[src/rtl/branch_predictor_dyn_if.sv]
// Fetch/execute-side bundle for the dynamic branch predictor: lookup lanes, resolution feedback, prediction.
// HW is the stored history width, i.e. max(HIST_W,1) of the predictor it connects to.
interface branch_predictor_dyn_if #(
  parameter int HW = 1
);
  logic [3:0]    brnch_pc_sel_from_bhndlr;
  logic          update_bpred;
  logic          loop_start;
  logic [15:0]   pc;
  logic [15:0]   pc_plus1;
  logic [15:0]   pc_plus2;
  logic [15:0]   pc_plus3;
  logic          resolve_valid;
  logic [15:0]   resolve_pc;
  logic          resolve_taken;
  logic          resolve_mispred;
  logic [HW-1:0] resolve_hist;
  logic [1:0]    pred_to_pcsel;
  logic [HW-1:0] pred_hist;

  modport master (
    output brnch_pc_sel_from_bhndlr, update_bpred, loop_start,
           pc, pc_plus1, pc_plus2, pc_plus3,
           resolve_valid, resolve_pc, resolve_taken, resolve_mispred, resolve_hist,
    input  pred_to_pcsel, pred_hist
  );

  modport slave (
    input  brnch_pc_sel_from_bhndlr, update_bpred, loop_start,
           pc, pc_plus1, pc_plus2, pc_plus3,
           resolve_valid, resolve_pc, resolve_taken, resolve_mispred, resolve_hist,
    output pred_to_pcsel, pred_hist
  );
endinterface

[src/rtl/branch_predictor_dyn.sv]
// Bimodal/gshare saturating-counter branch predictor feeding the fetch PC-select mux.
// Latency: prediction combinational, training/history visible next cycle; no backpressure.
module branch_predictor_dyn #(
  parameter int IDX_W  = 6,
  parameter int CTR_W  = 2,
  parameter int HIST_W = 0
) (
  input  logic                 clk,
  input  logic                 rst_n,
  branch_predictor_dyn_if.slave bp
);
  localparam int HW    = (HIST_W > 0) ? HIST_W : 1;
  localparam int DEPTH = 1 << IDX_W;
  localparam logic [CTR_W-1:0] CTR_INIT = {1'b1, {(CTR_W-1){1'b0}}};
  localparam logic [CTR_W-1:0] CTR_MAX  = '1;
  localparam logic [CTR_W-1:0] CTR_ZERO = '0;

  logic [CTR_W-1:0] ctr_tbl [DEPTH];
  logic [HW-1:0]    ghr;
  logic [15:0]      sel_pc;
  logic             lane_vld;
  logic             pred_vld;
  logic             pred_taken;
  logic             spec_shift;
  logic             recover;
  logic [IDX_W-1:0] hist_pad;
  logic [IDX_W-1:0] rhist_pad;
  logic [IDX_W-1:0] lk_idx;
  logic [IDX_W-1:0] tr_idx;
  logic [CTR_W-1:0] lk_ctr;
  logic [CTR_W-1:0] tr_ctr;
  logic [CTR_W-1:0] tr_ctr_nxt;
  logic [HW:0]      ghr_spec_ext;
  logic [HW:0]      ghr_rec_ext;
  logic             unused_bits;

  // Lowest set lane bit wins.
  always_comb begin
    sel_pc = bp.pc;
    casez (bp.brnch_pc_sel_from_bhndlr)
      4'b???1: sel_pc = bp.pc;
      4'b??10: sel_pc = bp.pc_plus1;
      4'b?100: sel_pc = bp.pc_plus2;
      4'b1000: sel_pc = bp.pc_plus3;
      default: sel_pc = bp.pc;
    endcase
  end

  assign lane_vld   = |bp.brnch_pc_sel_from_bhndlr;
  assign pred_vld   = bp.update_bpred & lane_vld;
  assign hist_pad   = (HIST_W > 0) ? IDX_W'(ghr) : '0;
  assign rhist_pad  = (HIST_W > 0) ? IDX_W'(bp.resolve_hist) : '0;
  assign lk_idx     = sel_pc[IDX_W-1:0] ^ hist_pad;
  assign tr_idx     = bp.resolve_pc[IDX_W-1:0] ^ rhist_pad;
  assign lk_ctr     = ctr_tbl[lk_idx];
  assign tr_ctr     = ctr_tbl[tr_idx];
  assign pred_taken = lk_ctr[CTR_W-1];

  always_comb begin
    bp.pred_to_pcsel = 2'b00;
    if (pred_vld) begin
      if (bp.loop_start) bp.pred_to_pcsel = 2'b11;
      else               bp.pred_to_pcsel = {1'b0, pred_taken};
    end
  end

  always_comb begin
    tr_ctr_nxt = tr_ctr;
    if (bp.resolve_taken && tr_ctr != CTR_MAX)       tr_ctr_nxt = tr_ctr + 1'b1;
    else if (!bp.resolve_taken && tr_ctr != CTR_ZERO) tr_ctr_nxt = tr_ctr - 1'b1;
  end

  // Shift-in via concatenation keeps HW=1 legal without a separate generate branch.
  assign ghr_spec_ext = {ghr, pred_taken};
  assign ghr_rec_ext  = {bp.resolve_hist, bp.resolve_taken};
  assign spec_shift   = (HIST_W > 0) && pred_vld && !bp.loop_start;
  assign recover      = (HIST_W > 0) && bp.resolve_valid && bp.resolve_mispred;

  always_ff @(posedge clk or negedge rst_n) begin
    if (!rst_n) begin
      for (int i = 0; i < DEPTH; i++) ctr_tbl[i] <= CTR_INIT;
      ghr <= '0;
    end else begin
      if (bp.resolve_valid) ctr_tbl[tr_idx] <= tr_ctr_nxt;
      if (recover)         ghr <= ghr_rec_ext[HW-1:0];
      else if (spec_shift) ghr <= ghr_spec_ext[HW-1:0];
    end
  end

  assign bp.pred_hist = ghr;

  assign unused_bits = ^{sel_pc[15:IDX_W], bp.resolve_pc[15:IDX_W],
                         ghr_spec_ext[HW], ghr_rec_ext[HW], lk_ctr};
endmodule

[src/flat_wrapper.sv]
// flat-port wrapper written by rule: the top's interface ports become plain ports
module branch_predictor_dyn_flat 
#(
  parameter int IDX_W  = 6,
  parameter int CTR_W  = 2,
  parameter int HIST_W = 0
)
  (clk, rst_n, bp_brnch_pc_sel_from_bhndlr, bp_update_bpred, bp_loop_start, bp_pc, bp_pc_plus1, bp_pc_plus2, bp_pc_plus3, bp_resolve_valid, bp_resolve_pc, bp_resolve_taken, bp_resolve_mispred, bp_resolve_hist, bp_pred_to_pcsel, bp_pred_hist);
  branch_predictor_dyn_if bp_i ();
  input  logic clk;
  input  logic rst_n;
  input wire logic [$bits(bp_i.brnch_pc_sel_from_bhndlr)-1:0] bp_brnch_pc_sel_from_bhndlr;
  input wire logic [$bits(bp_i.update_bpred)-1:0] bp_update_bpred;
  input wire logic [$bits(bp_i.loop_start)-1:0] bp_loop_start;
  input wire logic [$bits(bp_i.pc)-1:0] bp_pc;
  input wire logic [$bits(bp_i.pc_plus1)-1:0] bp_pc_plus1;
  input wire logic [$bits(bp_i.pc_plus2)-1:0] bp_pc_plus2;
  input wire logic [$bits(bp_i.pc_plus3)-1:0] bp_pc_plus3;
  input wire logic [$bits(bp_i.resolve_valid)-1:0] bp_resolve_valid;
  input wire logic [$bits(bp_i.resolve_pc)-1:0] bp_resolve_pc;
  input wire logic [$bits(bp_i.resolve_taken)-1:0] bp_resolve_taken;
  input wire logic [$bits(bp_i.resolve_mispred)-1:0] bp_resolve_mispred;
  input wire logic [$bits(bp_i.resolve_hist)-1:0] bp_resolve_hist;
  output wire logic [$bits(bp_i.pred_to_pcsel)-1:0] bp_pred_to_pcsel;
  output wire logic [$bits(bp_i.pred_hist)-1:0] bp_pred_hist;
  assign bp_i.brnch_pc_sel_from_bhndlr = bp_brnch_pc_sel_from_bhndlr;
  assign bp_i.update_bpred = bp_update_bpred;
  assign bp_i.loop_start = bp_loop_start;
  assign bp_i.pc = bp_pc;
  assign bp_i.pc_plus1 = bp_pc_plus1;
  assign bp_i.pc_plus2 = bp_pc_plus2;
  assign bp_i.pc_plus3 = bp_pc_plus3;
  assign bp_i.resolve_valid = bp_resolve_valid;
  assign bp_i.resolve_pc = bp_resolve_pc;
  assign bp_i.resolve_taken = bp_resolve_taken;
  assign bp_i.resolve_mispred = bp_resolve_mispred;
  assign bp_i.resolve_hist = bp_resolve_hist;
  assign bp_pred_to_pcsel = bp_i.pred_to_pcsel;
  assign bp_pred_hist = bp_i.pred_hist;
  branch_predictor_dyn #(.IDX_W(IDX_W), .CTR_W(CTR_W), .HIST_W(HIST_W)) u_core (.clk(clk), .rst_n(rst_n), .bp(bp_i));
endmodule
[config.mk]
export PLATFORM = sky130hd
export DESIGN_NAME = branch_predictor_dyn_flat
export DESIGN_NICKNAME = d
export VERILOG_FILES = /design/src/rtl/branch_predictor_dyn_if.sv /design/src/rtl/branch_predictor_dyn.sv /design/src/flat_wrapper.sv
export SDC_FILE = /design/constraint.sdc
export NUM_CORES = 1
export LEC_CHECK = 0
export ABC_AREA = 1
export BUFFER_PORTS_ARGS = -buffer_cell sky130_fd_sc_hd__buf_2
export CORE_MARGIN = 10
export CORE_UTILIZATION = 40
export DETAILED_ROUTE_END_ITERATION = 12
export PLACE_DENSITY = 0.55
export SYNTH_ARGS = -nofsm -noshare
export SYNTH_HDL_FRONTEND = slang
export SYNTH_SLANG_ARGS = --single-unit
export TNS_END_PERCENT = 10
[constraint.sdc]
create_clock -name clk -period 3.1 [get_ports clk]
set_input_delay 0.62 -clock clk [delete_from_list [all_inputs] [get_ports clk]]
set_output_delay 0.62 -clock clk [all_outputs]
set_load 0.05 [all_outputs]
==> results.md <==
- Outcome: finished, final reports clean
- Top cell by count, worst path: nand3_2
- EDFF count, synth: 0
- Sequential area share after synthesis: 0.416
- Synth Register Bits: 128
- First-pass GRT wire length: about 44000 microns
- Reg-to-reg endpoint: u_core.ctr_tbl[121]
- Core Util, Final: 0.521
- CP Max Fanout: 7
- Post-Layout Cell Count: 1534
- I/O Buffers: slightly above 40
- Largest family of logic cells by synthesized area: simple AND/OR/NAND/NOR gates
- Placeable Area: between 15000 and 20000 sq um
- Required @ worst endpoint: 2.48 ns
- Top-area cell type share of the netlist area: 0.213
- Placed Area: 9040 sq um
- Leak pwr: between 0.004 and 0.005 uW
- Max Clk Rate: 329 MHz
- Post-synthesis mux area share: 0
- Max stage delay on crit path: roughly 0.18 ns
- Synth Area in Adders: 0.00317
- Synth Area in XOR/XNOR: 0
- Cell chosen for the clock root: clkbuf_16
- Post-synthesis simple-gate area fraction: 0.399
- Fin. Hold Viols: 0
- Power Dens Cells: roughly 560 nW/um^2
- Per-cell routed wire length: ~19 microns
- Slowest cell on the critical path: buf_12
- Total wire length: a little under 30000 microns
- Aggregate global-route resource usage: 0.215
- Most common flop cell mapped by yosys: dfstp_2
- Via Count: between 8k and 9k
- Clock-pin slew on the worst setup and hold paths: around 0.06 ns
- Worst VDD drop: between 0.3 and 0.4 mV
- Final setup vio count: 0
- Sink Count: 128
- Yosys cell types: 37
- Largest cells by area after synthesis: dfstp_2 21%, dfrtp_1 20%, nand2_1 18%
- Nets: around 1.4k
- Worst-skew pair later-pin latency: 0.43 ns
- Final worst slack: ~0.06 ns
- FP Rows: 51
- Mapped Cells: 1142
- # H-tree levels: 4
- Worst Path Buf+Inv: 5
- CTS tree: yes
- Initial antenna violation count: 0
- # hold bufs at CTS: 0
- GPL Wtd Cong: a little over 0.9
- Worst hold path class: in2async
- Biggest register: u_core.ctr_tbl
- Post-place setup slack: -0.232 ns
- Inst Count DP: 1490
- Critical Path Stages: 18
- Regs by FF count: u_core.ctr_tbl (128)
- Mean Syn Cell Area: slightly below 7 sq um
- Vias per cell: between 5 and 6
- Async SR Flop Fraction: 1.00
- Post-route cell area: 10100 sq um
- Final ANT Viol Nets: 0
- DRC violations left: 0
- CP Capture Type: primary output
- Crit Reg-Reg Startpoint: u_core.ctr_tbl[29]
- Grt ovf: 0
- Clk_skew: around 0.0094 ns
- Initial Util: 0.406
- Max-Cap Viols: 0
- Io pins: 95
- Startpoint Class: input pin
- Area of the mapped netlist: roughly 7900 sq um
- Die footprint: roughly 26000 sq um
- Synth Area in Compound Gates: 0.0638
- Fin. max-slew vios: 0
- Worst r2r path cells: 18
- Family with the most delay on the worst path: simple AND/OR/NAND/NOR gates
- Clock Path Buffers: 2
- Slew headroom: 0.560
- Most area-hungry cell type in the Yosys netlist: dfstp_2
- Period utilisation layout: 0.980
- Detail Placement HPWL: between 15000 and 20000 microns
- Area Growth Syn to Fin: 28.3%
- Worst slew pin tran: approximately 0.66 ns
- Syn Nets: 1236
- Initial DRT Pass Iterations: 5
- Setup Crit Path Kind: in2out
- Cts bufs inserted: 17
- DIE HEIGHT: 161 microns
- Period minus WS final: 3.04 ns
- Synth cell count leaders: 385 x nand2_1, 223 x nand3_1, 158 x inv_1, 84 x nor2_1
- Layout cell share with drive strength beyond 1: 0.243
- Vias in the first global route: ~7.6k
- Top-count cell post-synth: nand2_1
- CP arrival: 2.42 ns
- Initial DRC count: between 800 and 900
- # diodes: 0
- Die span in x: 161 microns
- Synth warnings: 0
- Max reg flops: approximately 130
- Critical path cell sequence: buf_4 -> nor2_4 -> nand2_2 -> nand2_2 -> nand2_4 -> o21ai_4 -> buf_12 -> buf_8 -> nand2_1 -> nand3_1 -> nand3_1 -> nand3_2 -> nand3_2 -> nand3_2 -> nand3_2 -> nand2_2 -> inv_2 -> buf_8
- R2R setup slack: between 0.5 and 0.6 ns
- Largest net degree at the start of global routing: 48
[worst max-delay path by stage]
stage                              startpoint             endpoint
5_1_grt        bp_brnch_pc_sel_from_bhndlr[3]  bp_pred_to_pcsel[0]
6_report       bp_brnch_pc_sel_from_bhndlr[3]  bp_pred_to_pcsel[0]
3_3_place_gp                 bp_resolve_pc[0]   u_core.ctr_tbl[18]
3_5_place_dp                 bp_resolve_pc[0]  u_core.ctr_tbl[106]
2_1_floorplan  bp_brnch_pc_sel_from_bhndlr[2]  bp_pred_to_pcsel[0]
4_1_cts        bp_brnch_pc_sel_from_bhndlr[0]  bp_pred_to_pcsel[0]
[through the flow]
stage	power [uW]	hold slack (ns)	TNS, ns
after detailed placement	3390	0.456	-23.06
after floorplan	2860	0.324	0
after global placement	3380	0.455	-21.86
after global routing	5980	0.267	-0.150
final	5720	0.218	0
after CTS	5630	0.238	0
[worst reg2reg max path, cell delays in order, from the launching register on]
cell and delay [ns]:
dfstp_2 0.53, inv_1 0.05, o22ai_1 0.16, nor2_1 0.07, o2111ai_1 0.10, nand2_1 0.16, nand2_1 0.10, nor2_1 0.05
nand2_2 0.12, inv_1 0.06, ha_1 0.17, nor2_1 0.20, buf_4 0.14, inv_1 0.03, nand2_1 0.09, nand2_4 0.09
buf_12 0.18, nand3_1 0.11, nand2_1 0.07
[power by group]
part | switching, uW | internal (uW) | total [uW] | leakage, uW
registers | 168 | 1990 | 2160 | 0.00151
logic | 830 | 514 | 1340 | 0.00304
clock network | 809 | 1410 | 2220 | 0.000305
total | 1810 | 3910 | 5720 | 0.00486
[cell usage in the layout (no fill, tap or decap), types with 7 or more instances in the layout]
cell type and n:
nand3_2 25, o22ai_1 13, clkbuf_16 21, a21oi_1 7, buf_6 7, nor3_1 14
a221oi_1 7, nand3_1 203, a22oi_1 13, buf_2 35, dfrtp_1 64, nand4_1 8
nand2_1 376, inv_1 150, buf_12 22, nor2_1 79, inv_2 14, nand2_2 8
buf_4 72, dfstp_2 64
[per-layer routing]
metal	track usage	wire length, microns
met2	0.332	12900
met3	0.0442	2350
met1	0.284	12400
met4	0.0956	1410
met5	0	0
[cell families after synthesis]
logic type | count (synthesis)
simple gates | 732
flops | 128
fa+ha+maj | 2
compound gates | 66
other cells | 1
buf+inv | 213
[what timing repair did]
| action | CTS | global route |
|---|---|---|
| endpoints found under the setup margin | 1 | 65 |
| gates resized for setup | 11 | 61 |
| pin swaps | 1 | 23 |
| setup buffers | 2 | 7 |
| cloned | 0 | 4 |
[layout make-up]
type / count / area, sq um
clock buffers: 20 / 467
clock inverters: 12 / 181
fillers: 1912 / 9320
inverters: 166 / 631
multi-input cells: 801 / 3880
flip-flops and latches: 128 / 3280
well taps: 265 / 332
repair buffers: 142 / 1370
Power figures use the tool's default switching activity.
